**config.mk**
```make
export PLATFORM = sky130hd
export DESIGN_NAME = multicycle_control_unit
export DESIGN_NICKNAME = d
export VERILOG_FILES = /design/src/rtl/mcu_pkg.sv /design/src/rtl/mcu_opcode_class.sv /design/src/rtl/multicycle_control_unit.sv
export SDC_FILE = /design/constraint.sdc
export NUM_CORES = 1
export LEC_CHECK = 0
export BUFFER_PORTS_ARGS = -buffer_cell sky130_fd_sc_hd__buf_2
export CAP_MARGIN = 20
export CELL_PAD_IN_SITES_DETAIL_PLACEMENT = 0
export CELL_PAD_IN_SITES_GLOBAL_PLACEMENT = 1
export CORE_ASPECT_RATIO = 0.9
export CORE_MARGIN = 2
export CORE_UTILIZATION = 40
export CTS_CLUSTER_DIAMETER = 200
export DETAILED_ROUTE_END_ITERATION = 8
export PLACE_DENSITY = 0.79
export SLEW_MARGIN = 20
export SYNTH_ARGS = -nofsm -noshare
export SYNTH_HDL_FRONTEND = slang
export SYNTH_HIERARCHICAL = 1
export SYNTH_SLANG_ARGS = --single-unit
```
**constraint.sdc**
```tcl
create_clock -name clk -period 4.4 [get_ports clk]
set_clock_uncertainty 0.1 [all_clocks]
set_input_delay 0.88 -clock clk [delete_from_list [all_inputs] [get_ports clk]]
set_output_delay 0.88 -clock clk [all_outputs]
set_load 0.01 [all_outputs]
```
**src/rtl/mcu_pkg.sv**
```systemverilog
// Shared definitions for the multi-cycle MIPS control unit: state codes,
// opcode constants, datapath mux/ALU encodings and the opcode class record.
// The optional J instruction is enabled by defining MCU_JUMP_EN.
package mcu_pkg;

    // Four-bit state codes; the numeric value is exported on the debug port.
    typedef enum logic [3:0] {
        ST_IDLE     = 4'd0,
        ST_FETCH    = 4'd1,
        ST_DECODE   = 4'd2,
        ST_MEM_ADDR = 4'd3,
        ST_MEM_RD   = 4'd4,
        ST_MEM_WB   = 4'd5,
        ST_MEM_WR   = 4'd6,
        ST_R_EXEC   = 4'd7,
        ST_R_WB     = 4'd8,
        ST_I_EXEC   = 4'd9,
        ST_I_WB     = 4'd10,
        ST_BRANCH   = 4'd11,
        ST_JUMP     = 4'd12,
        ST_TRAP     = 4'd15
    } state_t;

    // Opcode constants (IR[31:26]); zero-extended when OPCODE_W > 6.
    localparam logic [5:0] OP_RTYPE = 6'h00;
    localparam logic [5:0] OP_J     = 6'h02;
    localparam logic [5:0] OP_BEQ   = 6'h04;
    localparam logic [5:0] OP_ADDI  = 6'h08;
    localparam logic [5:0] OP_LH    = 6'h21;
    localparam logic [5:0] OP_LW    = 6'h23;
    localparam logic [5:0] OP_LHU   = 6'h25;
    localparam logic [5:0] OP_SW    = 6'h2B;

    // ALU operand B select.
    localparam logic [1:0] SRC_B_RT      = 2'd0;
    localparam logic [1:0] SRC_B_FOUR    = 2'd1;
    localparam logic [1:0] SRC_B_IMM     = 2'd2;
    localparam logic [1:0] SRC_B_IMM_SH2 = 2'd3;

    // ALU operation select.
    localparam logic [1:0] ALU_ADD   = 2'd0;
    localparam logic [1:0] ALU_SUB   = 2'd1;
    localparam logic [1:0] ALU_FUNCT = 2'd2;

    // Next-PC source select (only exported when MCU_JUMP_EN is defined).
    localparam logic [1:0] PC_SRC_ALU    = 2'd0;
    localparam logic [1:0] PC_SRC_ALUOUT = 2'd1;
    localparam logic [1:0] PC_SRC_JUMP   = 2'd2;

    // One-hot-ish instruction class produced by mcu_opcode_class.
    typedef struct packed {
        logic load;
        logic store;
        logic rtype;
        logic addi;
        logic beq;
        logic jump;
        logic illegal;
    } op_class_t;

    // States in which the unit waits on the memory ready handshake.
    function automatic logic is_wait_state(input state_t s);
        return (s == ST_FETCH) || (s == ST_MEM_RD) || (s == ST_MEM_WR);
    endfunction

endpackage

```
**src/rtl/mcu_opcode_class.sv**
```systemverilog
// Combinational opcode classifier. J (0x02) is recognised only when
// MCU_JUMP_EN is defined; otherwise it falls into the illegal class.
module mcu_opcode_class
    import mcu_pkg::*;
#(
    parameter int OPCODE_W = 6
) (
    input  logic [OPCODE_W-1:0] opcode,
    output op_class_t           cls
);

    // Decode the opcode into its instruction class; anything unmatched is illegal.
    always_comb begin
        cls       = '0;
        cls.load  = (opcode == OPCODE_W'(OP_LW)) ||
                    (opcode == OPCODE_W'(OP_LH)) ||
                    (opcode == OPCODE_W'(OP_LHU));
        cls.store = (opcode == OPCODE_W'(OP_SW));
        cls.rtype = (opcode == OPCODE_W'(OP_RTYPE));
        cls.addi  = (opcode == OPCODE_W'(OP_ADDI));
        cls.beq   = (opcode == OPCODE_W'(OP_BEQ));
`ifdef MCU_JUMP_EN
        cls.jump  = (opcode == OPCODE_W'(OP_J));
`else
        cls.jump  = 1'b0;
`endif
        cls.illegal = !(cls.load | cls.store | cls.rtype | cls.addi | cls.beq | cls.jump);
    end

endmodule

```
**src/rtl/multicycle_control_unit.sv**
```systemverilog
// Multi-cycle MIPS control FSM. Sequences fetch/decode/execute/memory/
// writeback, stalls on mem_ready, and traps on illegal opcodes or on a
// memory access that waits TIMEOUT cycles (TIMEOUT = 0 disables the check).
// Defining MCU_JUMP_EN adds the J instruction and the pc_src output.
//
//  state     | meaning
//  ----------+--------------------------------------------------------
//  IDLE      | one cycle after reset, nothing driven
//  FETCH     | read instruction at PC, PC+4; waits for mem_ready
//  DECODE    | latch opcode, precompute branch target, dispatch
//  MEM_ADDR  | effective address rs + sign-ext imm
//  MEM_RD    | data read at ALUOut; waits for mem_ready
//  MEM_WB    | write MDR to rt
//  MEM_WR    | data write at ALUOut; waits for mem_ready
//  R_EXEC    | rs funct rt
//  R_WB      | write ALUOut to rd
//  I_EXEC    | rs + sign-ext imm
//  I_WB      | write ALUOut to rt
//  BRANCH    | rs - rt, PC <= ALUOut when zero
//  JUMP      | PC <= jump target (MCU_JUMP_EN only)
//  TRAP      | illegal opcode or memory timeout; left only by rst
module multicycle_control_unit
    import mcu_pkg::*;
#(
    parameter int OPCODE_W = 6,
    parameter int TIMEOUT  = 16
) (
    input  logic                clk,
    input  logic                rst,
    input  logic [OPCODE_W-1:0] opcode,
    input  logic                mem_ready,
    input  logic                alu_zero,
    output logic                ir_write,
    output logic                i_or_d,
    output logic                mem_read,
    output logic                mem_write,
    output logic                load_full,
    output logic                load_signed,
    output logic                mem_to_reg,
    output logic                reg_dst,
    output logic                reg_write,
    output logic                alu_src_a,
    output logic [1:0]          alu_src_b,
    output logic [1:0]          alu_op,
    output logic                pc_en,
`ifdef MCU_JUMP_EN
    output logic [1:0]          pc_src,
`endif
    output logic [3:0]          state,
    output logic                illegal_op,
    output logic                timeout
);

    localparam int CNT_W = (TIMEOUT > 1) ? $clog2(TIMEOUT + 1) : 1;

    state_t              state_q;
    state_t              state_d;
    logic [OPCODE_W-1:0] op_q;
    logic                store_q;
    op_class_t           cls;
    logic [CNT_W-1:0]    wait_left;
    logic                wait_expired;
    logic                illegal_q;
    logic                timeout_q;
    logic                pc_write;
    logic                pc_write_cond;
    logic                is_load_ph;

    mcu_opcode_class #(
        .OPCODE_W (OPCODE_W)
    ) u_opcode_class (
        .opcode (opcode),
        .cls    (cls)
    );

    // Last permitted stall cycle of a memory access; a ready in that cycle still completes.
    assign wait_expired = (TIMEOUT != 0) && is_wait_state(state_q) && !mem_ready &&
                          (wait_left == CNT_W'(1));

    // State register.
    always_ff @(posedge clk or posedge rst) begin
        if (rst) begin
            state_q <= ST_IDLE;
        end else begin
            state_q <= state_d;
        end
    end

    // Next-state logic.
    always_comb begin
        state_d = state_q;
        case (state_q)
            ST_IDLE:     state_d = ST_FETCH;
            ST_FETCH: begin
                if (mem_ready)         state_d = ST_DECODE;
                else if (wait_expired) state_d = ST_TRAP;
            end
            ST_DECODE: begin
                if (cls.load || cls.store) state_d = ST_MEM_ADDR;
                else if (cls.rtype)        state_d = ST_R_EXEC;
                else if (cls.addi)         state_d = ST_I_EXEC;
                else if (cls.beq)          state_d = ST_BRANCH;
                else if (cls.jump)         state_d = ST_JUMP;
                else                       state_d = ST_TRAP;
            end
            ST_MEM_ADDR: state_d = store_q ? ST_MEM_WR : ST_MEM_RD;
            ST_MEM_RD: begin
                if (mem_ready)         state_d = ST_MEM_WB;
                else if (wait_expired) state_d = ST_TRAP;
            end
            ST_MEM_WB:   state_d = ST_FETCH;
            ST_MEM_WR: begin
                if (mem_ready)         state_d = ST_FETCH;
                else if (wait_expired) state_d = ST_TRAP;
            end
            ST_R_EXEC:   state_d = ST_R_WB;
            ST_R_WB:     state_d = ST_FETCH;
            ST_I_EXEC:   state_d = ST_I_WB;
            ST_I_WB:     state_d = ST_FETCH;
            ST_BRANCH:   state_d = ST_FETCH;
            ST_JUMP:     state_d = ST_FETCH;
            ST_TRAP:     state_d = ST_TRAP;
            default:     state_d = ST_IDLE;
        endcase
    end

    // Latched opcode, stall down-counter and sticky trap causes.
    always_ff @(posedge clk or posedge rst) begin
        if (rst) begin
            op_q      <= '0;
            store_q   <= 1'b0;
            wait_left <= '0;
            illegal_q <= 1'b0;
            timeout_q <= 1'b0;
        end else begin
            if (state_q == ST_DECODE) begin
                op_q    <= opcode;
                store_q <= cls.store;
                if (cls.illegal) illegal_q <= 1'b1;
            end
            if (state_d != state_q) begin
                wait_left <= CNT_W'(TIMEOUT);
            end else if (is_wait_state(state_q) && !mem_ready) begin
                wait_left <= wait_left - CNT_W'(1);
            end
            if (wait_expired) timeout_q <= 1'b1;
        end
    end

    // Halfword and word loads share the memory path; width and sign follow op_q.
    assign is_load_ph = (state_q == ST_MEM_RD) || (state_q == ST_MEM_WB);

    // Moore datapath controls; only ir_write and pc_en look at live inputs.
    always_comb begin
        ir_write      = 1'b0;
        i_or_d        = 1'b0;
        mem_read      = 1'b0;
        mem_write     = 1'b0;
        mem_to_reg    = 1'b0;
        reg_dst       = 1'b0;
        reg_write     = 1'b0;
        alu_src_a     = 1'b0;
        alu_src_b     = SRC_B_RT;
        alu_op        = ALU_ADD;
        pc_write      = 1'b0;
        pc_write_cond = 1'b0;
`ifdef MCU_JUMP_EN
        pc_src        = PC_SRC_ALU;
`endif
        load_full     = is_load_ph && (op_q == OPCODE_W'(OP_LW));
        load_signed   = is_load_ph && ((op_q == OPCODE_W'(OP_LW)) ||
                                       (op_q == OPCODE_W'(OP_LH)));
        case (state_q)
            ST_FETCH: begin
                mem_read  = 1'b1;
                alu_src_b = SRC_B_FOUR;
                ir_write  = mem_ready;
                pc_write  = mem_ready;
            end
            ST_DECODE: begin
                alu_src_b = SRC_B_IMM_SH2;
            end
            ST_MEM_ADDR, ST_I_EXEC: begin
                alu_src_a = 1'b1;
                alu_src_b = SRC_B_IMM;
            end
            ST_MEM_RD: begin
                mem_read = 1'b1;
                i_or_d   = 1'b1;
            end
            ST_MEM_WB: begin
                reg_write  = 1'b1;
                mem_to_reg = 1'b1;
            end
            ST_MEM_WR: begin
                mem_write = 1'b1;
                i_or_d    = 1'b1;
            end
            ST_R_EXEC: begin
                alu_src_a = 1'b1;
                alu_op    = ALU_FUNCT;
            end
            ST_R_WB: begin
                reg_write = 1'b1;
                reg_dst   = 1'b1;
            end
            ST_I_WB: begin
                reg_write = 1'b1;
            end
            ST_BRANCH: begin
                alu_src_a     = 1'b1;
                alu_op        = ALU_SUB;
                pc_write_cond = 1'b1;
`ifdef MCU_JUMP_EN
                pc_src        = PC_SRC_ALUOUT;
`endif
            end
            ST_JUMP: begin
                pc_write = 1'b1;
`ifdef MCU_JUMP_EN
                pc_src   = PC_SRC_JUMP;
`endif
            end
            default: begin
            end
        endcase
    end

    assign pc_en      = pc_write | (pc_write_cond & alu_zero);
    assign state      = state_q;
    assign illegal_op = illegal_q;
    assign timeout    = timeout_q;

endmodule

```
==> out/qor.yml <==
status: "finished, final reports clean"
core_sq_um: 3114
die_h_microns: 58.58
antenna_found_initial: 0
synth_area_sq_um: 1324
synth.largest_area_cell: "dfrtp_1"
hpwl_microns: 2353
grt_pass1_vias: 1076
dieArea_sq_um: 3786
p_leak_nw: 0.7037
switching_share: 0.4560
stdcell_count: 220
cts_buffers: 3
via_count: 1218
antenna_cells: 0
die_x_microns: 64.64
portBuffers: 30
hold_path_class: "flop to flop"
maxCapViolCount: 0
grt_setup_unrepaired: "false"
ys.flop_type: "dfrtp_1"
rows: 19
cts_root_buf: "clkbuf_8"
hold_violations: 0
synth_most_common_cell: "dfrtp_1"
post-route-period-util: 0.6572
initial_core_util: 0.4251
cts-resized-gates: 0
area_growth_pct: 16.35
clock_path_buffers: 2
fin_area_sq_um: 1540
cts_max_level: 1
cp-start-kind: "flop"
place.gp.congestion: 0.8231
synth_top_cells_by_count: "dfrtp_1 (18), nor2_1 (13), nand2_1 (10)"
ioPinCount: 31
critPathRequiredTime_ns: 3.42
cp_top_family: "flip-flops"
synth_seq_area_share: 0.3403
synth.ff_latch_count: 18
ir_worst_vdd_mv: 0.3333
maxSlewViolCount: 0
clk_pin_slew_ns: 0.07
placed_cells: 216
placed_cell_area_sq_um: 1485
crit_type: "flop to primary output"
first_iter_violations: 101
insertion_delay_ns: 0.25
regArea_sq_um: 450.4
period_minus_slack_ns: 2.892
clock.fmax_mhz: 345.8
routed_wl_microns: 3156
end_kind: "primary output"
grt-ovfl-total: 0
synth-edff-count: 0
crit_path_start: "state[0]$_DFF_PP0_"
p_seq_frac: 0.339
drc: 0
post-cts-setup-buffers: 0
critPathBufInv: 1
worst_pin_slew_ns: 0.7049
yosysWarnings: 6
slowest_stage: "dfrtp_1"
grt_pass1_wl_microns: 5064
final_antenna_net_count: 0
rr_startpoint: "state[0]$_DFF_PP0_"
grt_max_degree: 25
p_sw_mw: 0.4751
p_clk_frac: 0.129
drtPass1Iterations: 4
power_density_nw_per_um2: 676.5
setup_viol: 0
cts_tree: "built"
hold_path.startpoint: "illegal_op$_DFFE_PP0P_"
synthArstFlopShare: 1.000
tns_ns: 0
ctsHoldBuffers: 0
max_stage_delay_ns: 0.80
yosysUniqueCellTypes: 52
postSynthCellCount: 153
viasPerCell: 5.536
numClockSinks: 18
syn_nets: 165
cp_cell_sequence: "nand2b_1 > o32a_1 > o21ai_0 > buf_2"
multiInputGateArea_sq_um: 798.3
fillers: 316
syn_area_per_cell_sq_um: 8.652
path_max_fanout: 24
slew_headroom: 0.5301
yosys-top-cells-area: "dfrtp_1 (34%), mux2_2 (6.0%), nor2_1 (3.7%)"
combPwrFrac: 0.532
layout.nets: 191
netlist.area_leader.share: 0.3403
track_usage: 0.1713
routedWlPerCell_microns: 14.35
cell_internal_pwr_mw: 0.5668
cp.arrival_ns: 1.91
layout-drive-gt1-share: 0.2697
kinds of logic (layout without fill, tap and decap cells):
group,Yosys count,after routing,share of synthesized area
buffers and inverters,18,43,0.05671
AOI/OAI and AO/OA,34,34,0.1749
DFF,18,18,0.3403
and+or+nand+nor,66,66,0.2987
other,1,1,0.002833
xor gates and xnor gates,5,5,0.03308
adders and majority gates,2,2,0.01890
muxes,9,9,0.07467
placed cells by master (no fill, tap or decap), types with 3 or more instances in the layout:
cell type / Yosys / routed
buf_2: 0 / 30
dfrtp_1: 18 / 18
nor2_1: 13 / 13
nand2_1: 10 / 10
inv_1: 9 / 9
nor3_1: 8 / 8
mux2_2: 7 / 7
a21oi_1: 6 / 6
o21ai_0: 6 / 6
nand2b_1: 5 / 5
xnor2_1: 5 / 5
clkbuf_8: 0 / 4
a21o_1: 3 / 3
nand3_1: 3 / 3
and2_1: 3 / 3
worst paths after layout:
kind                                                  to  cells past startpoint  slack [ns]
min in group asynchronous            op_q[2]$_DFFE_PP0P_                      2        0.61
max in group asynchronous       wait_left[0]$_DFFE_PP0P_                      2        3.15
worst max-delay path                               pc_en                      4        1.51
worst min register to register    illegal_op$_DFFE_PP0P_                      1        0.36
worst max register to register  wait_left[4]$_DFFE_PP0P_                      5        1.73
worst min-delay path              illegal_op$_DFFE_PP0P_                      1        0.36
registers in the layout, indices dropped and copies added, names as in the netlist:
signal,cells
illegal_op,1
op_q,6
state,4
store_q,1
timeout,1
wait_left,5
per-stage QoR:
step	power [mW]	util	setup slack, ns	hold WS, ns
floorplan	0.7473	-	1.655	0.3715
global placement	0.8965	0.4769	1.410	0.3373
detailed placement	0.9073	0.4769	1.301	0.3392
CTS	1.047	0.4946	1.525	0.3596
global route	1.128	0.4946	1.383	0.4045
finish	1.042	0.4946	1.508	0.3561
power groups by stage:
stage	Combinational (mW)	Clock, mW	Sequential, mW
2_1_floorplan	0.460	0	0.287
3_3_place_gp	0.547	0	0.350
3_5_place_dp	0.553	0	0.354
4_1_cts	0.557	0.139	0.351
5_1_grt	0.613	0.144	0.371
6_report	0.555	0.135	0.353
routing by layer:
metal	track usage	vias to the layer above	part of all wire
met4	0.05775	0	0.0044
met5	0	-	0
li1	-	603	-
met2	0.2887	40	0.47
met1	0.2297	573	0.48
met3	0.02294	2	0.048
area by class of cell:
type / instances / share of cell area
clock buffers: 4 / 0.03574
well taps: 42 / 0.03412
multi-input cells: 117 / 0.5183
flip-flops and latches: 18 / 0.2924
inverters: 9 / 0.02193
repair buffers: 30 / 0.09748
worst reg2reg max path: cells and delay by family (launching register included):
kind	cells	cell delay, ns
simple gates	3	1.21
xor+xnor	1	0.15
compound gates	1	0.30
flops	1	0.80
No activity file was read; power rests on OpenSTA's default activity.
